[src/rtl/vr_pack_pkg.sv]
// rtl/vr_pack_pkg.sv - shared types and default sizes for the vr_pack stream upsizer
package vr_pack_pkg;

    localparam int VR_PACK_N = 4;
    localparam int VR_PACK_K = 4;

    typedef enum logic [1:0] {
        EMPTY = 2'd0,
        ONE   = 2'd1,
        TWO   = 2'd2
    } vr_pack_state_e;

endpackage

[src/rtl/vr_pack.sv]
// rtl/vr_pack.sv - packs K narrow valid/ready beats into one wide word, double-buffered
module vr_pack
    import vr_pack_pkg::*;
#(
    parameter int N = VR_PACK_N,
    parameter int K = VR_PACK_K
) (
    input  logic           clk,
    input  logic           rst,
    input  logic           dwn_vld,
    input  logic [N-1:0]   dwn_data,
    input  logic           dwn_last,
    output logic           dwn_rdy,
    output logic           up_vld,
    output logic [N*K-1:0] up_data,
    output logic [K-1:0]   up_keep,
    output logic           up_last,
    input  logic           up_rdy
);

    localparam int CW = (K > 1) ? $clog2(K) : 1;

    vr_pack_state_e r_state;
    vr_pack_state_e w_state_nxt;

    logic [CW-1:0]  r_cnt;
    logic [N*K-1:0] r_acc_data;
    logic [K-1:0]   r_acc_keep;
    logic           r_acc_last;
    logic [N*K-1:0] r_up_data;
    logic [K-1:0]   r_up_keep;
    logic           r_up_last;
    logic           r_dwn_rdy;

    logic           w_in_fire;
    logic           w_out_fire;
    logic           w_complete;
    logic [K-1:0]   w_lane_sel;
    logic [N*K-1:0] w_word_data;
    logic [K-1:0]   w_word_keep;
    logic           w_load_new;
    logic           w_load_pend;
    logic           w_hold_pend;

    assign w_in_fire  = dwn_vld && r_dwn_rdy;
    assign w_out_fire = (r_state != EMPTY) && up_rdy;
    assign w_complete = w_in_fire && ((r_cnt == CW'(K - 1)) || dwn_last);

    // The word as it would look with the current beat merged into its lane;
    // lanes not yet written keep their cleared accumulator value (zero).
    genvar g;
    generate
        for (g = 0; g < K; g++) begin : g_lane
            assign w_lane_sel[g]             = w_in_fire && (r_cnt == CW'(g));
            assign w_word_data[g*N +: N]     = w_lane_sel[g] ? dwn_data : r_acc_data[g*N +: N];
            assign w_word_keep[g]            = w_lane_sel[g] | r_acc_keep[g];
        end
    endgenerate

    // Slot state register
    always_ff @(posedge clk or negedge rst) begin
        if (!rst) begin
            r_state <= EMPTY;
        end else begin
            r_state <= w_state_nxt;
        end
    end

    // Slot next-state and load selects: which word (new or pending) goes to the output
    always_comb begin
        w_state_nxt = r_state;
        w_load_new  = 1'b0;
        w_load_pend = 1'b0;
        w_hold_pend = 1'b0;
        case (r_state)
            EMPTY: begin
                if (w_complete) begin
                    w_state_nxt = ONE;
                    w_load_new  = 1'b1;
                end
            end
            ONE: begin
                if (w_out_fire && w_complete) begin
                    w_load_new = 1'b1;
                end else if (w_out_fire) begin
                    w_state_nxt = EMPTY;
                end else if (w_complete) begin
                    w_state_nxt = TWO;
                    w_hold_pend = 1'b1;
                end
            end
            TWO: begin
                if (w_out_fire) begin
                    w_state_nxt = ONE;
                    w_load_pend = 1'b1;
                end
            end
            default: begin
                w_state_nxt = EMPTY;
            end
        endcase
    end

    // Accumulator and beat index; a completed word parks here only when the output is busy
    always_ff @(posedge clk or negedge rst) begin
        if (!rst) begin
            r_acc_data <= '0;
            r_acc_keep <= '0;
            r_acc_last <= 1'b0;
            r_cnt      <= '0;
        end else begin
            if (w_load_pend) begin
                r_acc_data <= '0;
                r_acc_keep <= '0;
                r_acc_last <= 1'b0;
            end else if (w_hold_pend) begin
                r_acc_data <= w_word_data;
                r_acc_keep <= w_word_keep;
                r_acc_last <= dwn_last;
            end else if (w_complete) begin
                r_acc_data <= '0;
                r_acc_keep <= '0;
                r_acc_last <= 1'b0;
            end else if (w_in_fire) begin
                r_acc_data <= w_word_data;
                r_acc_keep <= w_word_keep;
            end

            if (w_complete) begin
                r_cnt <= '0;
            end else if (w_in_fire) begin
                r_cnt <= r_cnt + 1'b1;
            end
        end
    end

    // Output register only changes on a load, so it holds still under back-pressure
    always_ff @(posedge clk or negedge rst) begin
        if (!rst) begin
            r_up_data <= '0;
            r_up_keep <= '0;
            r_up_last <= 1'b0;
        end else if (w_load_new) begin
            r_up_data <= w_word_data;
            r_up_keep <= w_word_keep;
            r_up_last <= dwn_last;
        end else if (w_load_pend) begin
            r_up_data <= r_acc_data;
            r_up_keep <= r_acc_keep;
            r_up_last <= r_acc_last;
        end
    end

    // Ready is registered from next-state so up_rdy never reaches dwn_rdy combinationally
    always_ff @(posedge clk or negedge rst) begin
        if (!rst) begin
            r_dwn_rdy <= 1'b1;
        end else begin
            r_dwn_rdy <= (w_state_nxt != TWO);
        end
    end

    assign dwn_rdy = r_dwn_rdy;
    assign up_vld  = (r_state != EMPTY);
    assign up_data = r_up_data;
    assign up_keep = r_up_keep;
    assign up_last = r_up_last;

endmodule

[config.mk]
export PLATFORM = sky130hd
export DESIGN_NAME = vr_pack
export DESIGN_NICKNAME = d
export VERILOG_FILES = /design/src/rtl/vr_pack_pkg.sv /design/src/rtl/vr_pack.sv
export SDC_FILE = /design/constraint.sdc
export NUM_CORES = 1
export LEC_CHECK = 0
export ABC_CLOCK_PERIOD_IN_PS = 2250
export CORE_MARGIN = 1.5
export CORE_UTILIZATION = 54
export CTS_CLUSTER_DIAMETER = 30
export DETAILED_ROUTE_END_ITERATION = 6
export PLACE_DENSITY = 0.79
export SYNTH_ARGS = -nofsm -noshare
export SYNTH_HDL_FRONTEND = slang
export SYNTH_SLANG_ARGS = --single-unit
[constraint.sdc]
create_clock -name clk -period 2.25 [get_ports clk]
set_input_delay 0.3375 -clock clk [delete_from_list [all_inputs] [get_ports clk]]
set_output_delay 0.3375 -clock clk [all_outputs]
set_load 0.05 [all_outputs]
==> impl_metrics.py, run 1 <==
metrics = {
    "grt": {
        "grt.overflow.total": 0,
        "grt.total_usage": 0.2523,
        "grt_pass1_vias": 1694,
        "grt_first_pass_wirelength_um": 8293,
        "grt_antenna_before_repair": 0,
        "grt_max_degree": 26,
    },
    "timing": {
        "tightest_slew_ns": 0.6192,
        "max_freq_mhz": 486.5,
        "period_needed_ns": 2.055,
        "min_period_over_period": 0.9135,
        "slew_headroom": 0.5872,
        "skew_ns": 0.008393,
        "slew_viol_final": 0,
        "final_hold_viol_count": 0,
        "finalSetupTns_ns": 0,
        "finalSetupViolCount": 0,
        "rsz0062_at_grt": "no",
    },
    "clock_network": {
        "clockBufferDepth": 2,
        "cts_buffers": 5,
        "cts_root_buf": "clkbuf_8",
        "cts_tree": "yes",
        "worstSkewPairLatency_ns": 0.30,
        "postCtsSetupBuffers": 0,
        "clkTransAtPathRegs_ns": 0.08,
        "hold_buffers": 0,
        "cts_resized": 0,
        "cts_sinks": 47,
        "htree_levels": 2,
    },
    "yosys": {
        "synth_ff_type": "dfrtp_1",
        "synth_xor_area_frac": 0,
        "yosysTopAreaCell": "dfrtp_1",
        "ys_seq_elements": 47,
        "ys_seq_area_frac": 0.5245,
        "yosys.area_share.simple": 0.1750,
        "avgSynthCellArea_um2": 10.30,
        "async_flop_share": 1.000,
        "syn_area_um2": 2245,
        "synth_mux_area_frac": 0.01338,
        "synth_top_area_frac": 0.5128,
        "syn_inst": 218,
        "synthAdderAreaFrac": 0.02230,
        "synth_compound_area_frac": 0.2196,
        "ys_warn_count": 0,
        "synth.area.top_cells": "dfrtp_1 51%, nand2_1 4.8%, a21oi_1 4.5%",
        "synth_edf_count": 0,
        "synth_top_family_by_area": "compound AO/OA/AOI/OAI gates",
        "synth_nets": 231,
        "synth_cell_types": 42,
    },
    "routing": {
        "final_antenna_net_count": 0,
        "dr.pass1.iters": 4,
        "drc": 0,
        "viasPerCell": 5.961,
        "drt_iter0_drc": 131,
        "wl_met3_um": 237,
        "top_layer": "met4",
        "wl_met1_um": 2255,
        "wl_per_cell_um": 16.43,
        "wl_met2_um": 2437,
        "wl_um": 5029,
        "vias": 1824,
    },
    "cells_and_area": {
        "drive_gt1_frac": 0.1289,
        "diodes": 0,
        "num-nets-final": 269,
        "area_delta_synth_final_pct": 20.85,
    },
    "pwr": {
        "cellPowerDensity_nw_per_um2": 1285,
        "max-vdd-ir-drop_v": 0.0006062,
        "p_leak_nw": 1.279,
        "power_mw": 3.485,
    },
    "place": {
        "numPortBuffers": 31,
        "gp_congestion": 0.9449,
        "place_hpwl_um": 3574,
    },
    "die": {
        "die_w_um": 67.47,
        "dieArea_um2": 4552,
        "fp.coreArea_um2": 4000,
        "io_pins": 32,
        "die_h_um": 67.47,
        "initial_core_util": 0.5612,
        "rows": 23,
    },
    "critical_path": {
        "cp_top_family": "buffers and inverters",
        "critPathMaxFanout": 7,
        "r2r_start": "r_cnt[0]$_DFFE_PN0P_",
        "cp_cell_sequence": "clkdlybuf4s50_1",
        "critical_path_class": "reg -> out",
        "setup.worst_path.start_class": "register",
        "crit_slowest_cell": "clkdlybuf4s50_1",
        "arrival_ns": 1.72,
        "crit_buf_inv": 1,
        "cp-end-kind": "output port",
        "critPathMaxStageDelay_ns": 0.82,
        "reg2reg_to": "up_data[10]$_DFFE_PN0P_",
        "reg2reg_slack_ns": 0.28,
        "required_ns": 1.91,
        "reg2regPathDepth": 6,
    },
    "min_path": {
        "hold_path_class": "in -> async",
    },
    "status": {
        "status": "finished clean",
    },
    "flow_run": {
        "cap_violations": 0,
    },
}
[worst max-delay path by stage]
stage,slack [ns],from,end,cells after the start
after floorplan,0.35,dwn_rdy$_DFF_PN1_,up_data[4]$_DFFE_PN0P_,5
after global placement,0.1,dwn_last,up_data[8]$_DFFE_PN0P_,6
after detailed placement,0.09,dwn_last,r_acc_keep[2]$_DFFE_PN0P_,6
after CTS,0.19,dwn_rdy$_DFF_PN1_,dwn_rdy,1
after global routing,0.09,r_cnt[0]$_DFFE_PN0P_,r_acc_keep[1]$_DFFE_PN0P_,6
final,0.19,dwn_rdy$_DFF_PN1_,dwn_rdy,1
[per-layer routing]
metal	vias up	global-route usage
li1	858	-
met1	900	0.3637
met2	56	0.3775
met3	10	0.05333
met4	0	0.08929
met5	-	0
[synth_stat cells (2+ instances only)]
cell	n
dfrtp_1	46
nand2_1	29
a21oi_1	20
nor2_1	17
nand3_1	13
a21o_1	11
a22o_1	11
o21ai_0	10
inv_1	5
nor3_1	5
a32o_1	4
buf_1	4
buf_6	4
ha_1	4
buf_2	3
mux2i_1	3
clkbuf_1	2
nand2b_1	2
nor4b_2	2
[through the flow]
stage / area, um2 / util / hold WS (ns) / worst slack, ns / instances
6_report: 2713 / 0.6781 / 0.009980 / 0.1946 / 306
4_1_cts: 2713 / 0.6781 / 0.01268 / 0.1902 / 306
3_3_place_gp: 2625 / 0.6562 / 0.3363 / 0.09889 / 299
5_1_grt: 2713 / 0.6781 / 0.02950 / 0.08880 / 306
2_1_floorplan: 2245 / - / 0.04191 / 0.3463 / 218
3_5_place_dp: 2625 / 0.6562 / 0.3401 / 0.08638 / 299
[layout by cell type (no fill, tap or decap), types with 5 or more instances in the layout]
cell type / netlist / layout
dfrtp_1: 46 / 46
nand2_1: 29 / 29
clkdlybuf4s50_1: 0 / 29
a21oi_1: 20 / 20
nor2_1: 17 / 17
buf_4: 0 / 14
nand3_1: 13 / 13
a22o_1: 11 / 11
a21o_1: 11 / 11
o21ai_0: 10 / 10
clkbuf_8: 0 / 6
inv_1: 5 / 5
nor3_1: 5 / 5
[flip-flops by register name (all words and copies together), names as in the netlist]
register,flops
dwn_rdy,1
r_acc_data,16
r_acc_keep,4
r_acc_last,1
r_cnt,2
r_state,2
up_data,16
up_keep,4
up_last,1
[area by class of cell]
type / instances / area [um2]
flip-flops and latches: 47 / 1177
fillers: 336 / 1287
clock buffers: 6 / 82.58
clock inverters: 1 / 5.005
well taps: 50 / 62.56
repair buffers: 44 / 400.4
inverters: 5 / 18.77
multi-input cells: 153 / 965.9
[cell families after synthesis]
logic type               Yosys count
adder cells (fa/ha/maj)            4
AO/OA/AOI/OAI                     68
buffers and inverters             18
flip-flops                        47
AND/OR/NAND/NOR                   78
multiplexers                       3
[where the power goes]
group | internal, mW | switching (mW)
combinational | 0.623 | 1.04
clock | 0.241 | 0.263
sequential | 1.13 | 0.180
total | 2.00 | 1.49
Power figures use the tool's default switching activity.
==> run 2, diff against run 1 <==
--- a/config.mk
+++ b/config.mk
@@ -9,6 +9,7 @@
 export CORE_MARGIN = 1.5
 export CORE_UTILIZATION = 54
 export CTS_CLUSTER_DIAMETER = 30
+export CTS_CLUSTER_SIZE = 28
 export DETAILED_ROUTE_END_ITERATION = 6
 export PLACE_DENSITY = 0.79
 export SYNTH_ARGS = -nofsm -noshare
==> results of run 2 <==
Final layout, timing and power as in run 1 (identical DEF).
==> run 3, diff against run 2 <==
--- a/config.mk
+++ b/config.mk
@@ -6,6 +6,7 @@
 export NUM_CORES = 1
 export LEC_CHECK = 0
 export ABC_CLOCK_PERIOD_IN_PS = 2250
+export CAP_MARGIN = 15
 export CORE_MARGIN = 1.5
 export CORE_UTILIZATION = 54
 export CTS_CLUSTER_DIAMETER = 30
==> results of run 3 <==
Final layout, timing and power as in run 1 (identical DEF).
==> RTL change: new RTL, flow settings as in run 2 <==
Make the reset (`rst`) synchronous in 4 clocked blocks.
--- a/src/rtl/vr_pack.sv
+++ b/src/rtl/vr_pack.sv
@@ -58,7 +58,7 @@
     endgenerate
 
     // Slot state register
-    always_ff @(posedge clk or negedge rst) begin
+    always_ff @(posedge clk) begin
         if (!rst) begin
             r_state <= EMPTY;
         end else begin
@@ -102,7 +102,7 @@
     end
 
     // Accumulator and beat index; a completed word parks here only when the output is busy
-    always_ff @(posedge clk or negedge rst) begin
+    always_ff @(posedge clk) begin
         if (!rst) begin
             r_acc_data <= '0;
             r_acc_keep <= '0;
@@ -135,7 +135,7 @@
     end
 
     // Output register only changes on a load, so it holds still under back-pressure
-    always_ff @(posedge clk or negedge rst) begin
+    always_ff @(posedge clk) begin
         if (!rst) begin
             r_up_data <= '0;
             r_up_keep <= '0;
@@ -152,7 +152,7 @@
     end
 
     // Ready is registered from next-state so up_rdy never reaches dwn_rdy combinationally
-    always_ff @(posedge clk or negedge rst) begin
+    always_ff @(posedge clk) begin
         if (!rst) begin
             r_dwn_rdy <= 1'b1;
         end else begin
Function: differs if rst is asserted again (counterexample within 4 cycles, from zero or initial values and one cycle with rst low); with rst held inactive, the same outputs for 4 cycles.
==> RTL change against run 2 <==
Worst hold slack improved by 0.44 ns. Setup slack got worse by 0.0060 ns. Cell area up 14%. Sequential cell count is the same. Core utilization is 1.4 points higher. Via count is 18% higher. Count of clock-buffer cells in the layout is the same. Die area up 14%. Area after synthesis increased by 15%. Non-clock buffer count grew 6. Routed wire length is 15% higher. Largest cell class is now multi-input gates.
Power is not compared: it rests on default switching activity, and its combinational part moved more than twofold at a synthesized area within 25%.
==> RTL change: results (changes against run 2) <==
Worst setup path
The maximum net fanout on the critical path came to 16 (+9). The worst stage delay on the critical path is 0.70 ns (-0.12 ns). The depth of the most critical reg-to-reg path is 5 (-1). Among all stages on the critical path, the largest delay is contributed by sky130_fd_sc_hd__nor2_2. The reg-to-reg setup timing slack came to 0.19 ns (-0.09 ns). The most critical setup path has its startpoint at r_cnt[0]. The destination of the critical timing path is r_acc_data[5]. The kind of cell with the highest combined delay along the critical path is simple AND/OR/NAND/NOR gates.

The signal arrival time at the worst endpoint is 2.21 ns (+0.49 ns).

Synthesis
The post-synthesis area per instance is 8.94 sq um (-13%). Sorting the synthesized cells by area gives the leading types as sky130_fd_sc_hd__dfxtp_1, sky130_fd_sc_hd__nand2_1, sky130_fd_sc_hd__mux2i_1. The commonest cells after synthesis are sky130_fd_sc_hd__nand2_1, sky130_fd_sc_hd__dfxtp_1, sky130_fd_sc_hd__inv_1. The number of nets produced by synthesis is 302 (+31%). The fraction of the mapped netlist area in adder cells is 0.0194 (-0.00292). The synthesized-area fraction occupied by xor and xnor cells is 0 (unchanged). The post-synthesis sequential area ratio is 0.364 (-0.160). The proportion of synthesized area in mux cells is 0.0703 (+0.0569). The share of async-settable or async-resettable flops after synthesis is 0 (-1.00). The share of the synthesized area in compound gates (AO/OA/AOI/OAI) is 0.259 (+0.0396).

Routing
The total wire length is 5.77 mm (+15%). The remaining antenna violation count after routing was 0 (unchanged). The detailed router's first-iteration violation count is 141 (+7.6%). The met1 wire length is 2.78 mm (+23%). The wire length on met3 came to 225 um (-5.1%). The total number of vias was 2148 (+18%). The detailed-routed wire length on met2 is 2.68 mm (+10%). The ratio of routed vias to standard cells came to 5.74 (-3.6%).

Final layout
The final-layout clock-cell area share is 0.0428 (+0.0106). The register fraction of the total cell area came to 0.304 (-0.130). The non-clock buffer total of the final layout came to 50 (+14%). The number of multi-input logic gates is 194 (+27%). The final antenna diode count is 0 (unchanged). The number of non-clock inverters in the layout came to 23 (+18).

The total number of nets in the final design is 334 (+24%). The share of final-layout standard cells stronger than drive strength 1 is 0.171 (+0.0419).

Global route
The global routing usage on met3 is 0.0417 (-0.0117). The pin count of the biggest net entering global routing was 27 (+3.8%). The via count of the first global-routing pass was 2012 (+19%).

The global-route total usage across every layer is 0.240 (-0.0127). The global-route met2 utilization is 0.379 (+0.00115). The routing usage on met1 is 0.330 (-0.0333).

Timing
The clock period minus worst slack came to 2.06 ns (+0.00604 ns). The slew at the pin closest to its max-slew limit is 0.894 ns (+0.274 ns). The maximum clock skew at final layout is 0.00460 ns (-0.00379 ns).

Worst hold path
The path category of the worst min-delay check is flop to flop.

Status
The run finished with clean final reports.

Placement
The total half-perimeter wirelength after legalization and detailed placement came to 4.04 mm (+13%). The final weighted congestion in routability-driven placement is 0.887 (-6.2%). The standard cell area after detailed placement is 2960 sq um (+13%).

The worst setup timing slack at the placement stage is -0.0402 ns (-0.127 ns). The number of instances in the placed design is 366 (+22%).

Die
The count of standard-cell rows is 24 (+4.3%).
==> RTL change: changes by cell type in the layout (fill, tap and decap cells not counted), moves of 14 or more <==
cell and delta:
sky130_fd_sc_hd__mux2i_1 +14, sky130_fd_sc_hd__nor2_1 -15, sky130_fd_sc_hd__and3_1 +16, sky130_fd_sc_hd__o211ai_1 +18, sky130_fd_sc_hd__inv_1 +18, sky130_fd_sc_hd__dfxtp_1 +47, sky130_fd_sc_hd__nand2_1 +31, sky130_fd_sc_hd__dfrtp_1 -46
==> RTL change: how the worst min path moves through the flow <==
stage	slack, ns	depth (start not counted)	endpoint	startpoint
after global placement	0.44	2	r_acc_keep[1]	r_acc_keep[1]
final	0.45	2	r_acc_keep[1]	r_acc_keep[1]
after floorplan	0.43	2	r_acc_keep[3]	r_acc_keep[3]
after CTS	0.45	2	r_acc_keep[1]	r_acc_keep[1]
after global routing	0.47	2	r_acc_keep[1]	r_acc_keep[1]
after detailed placement	0.44	2	r_acc_keep[1]	r_acc_keep[1]
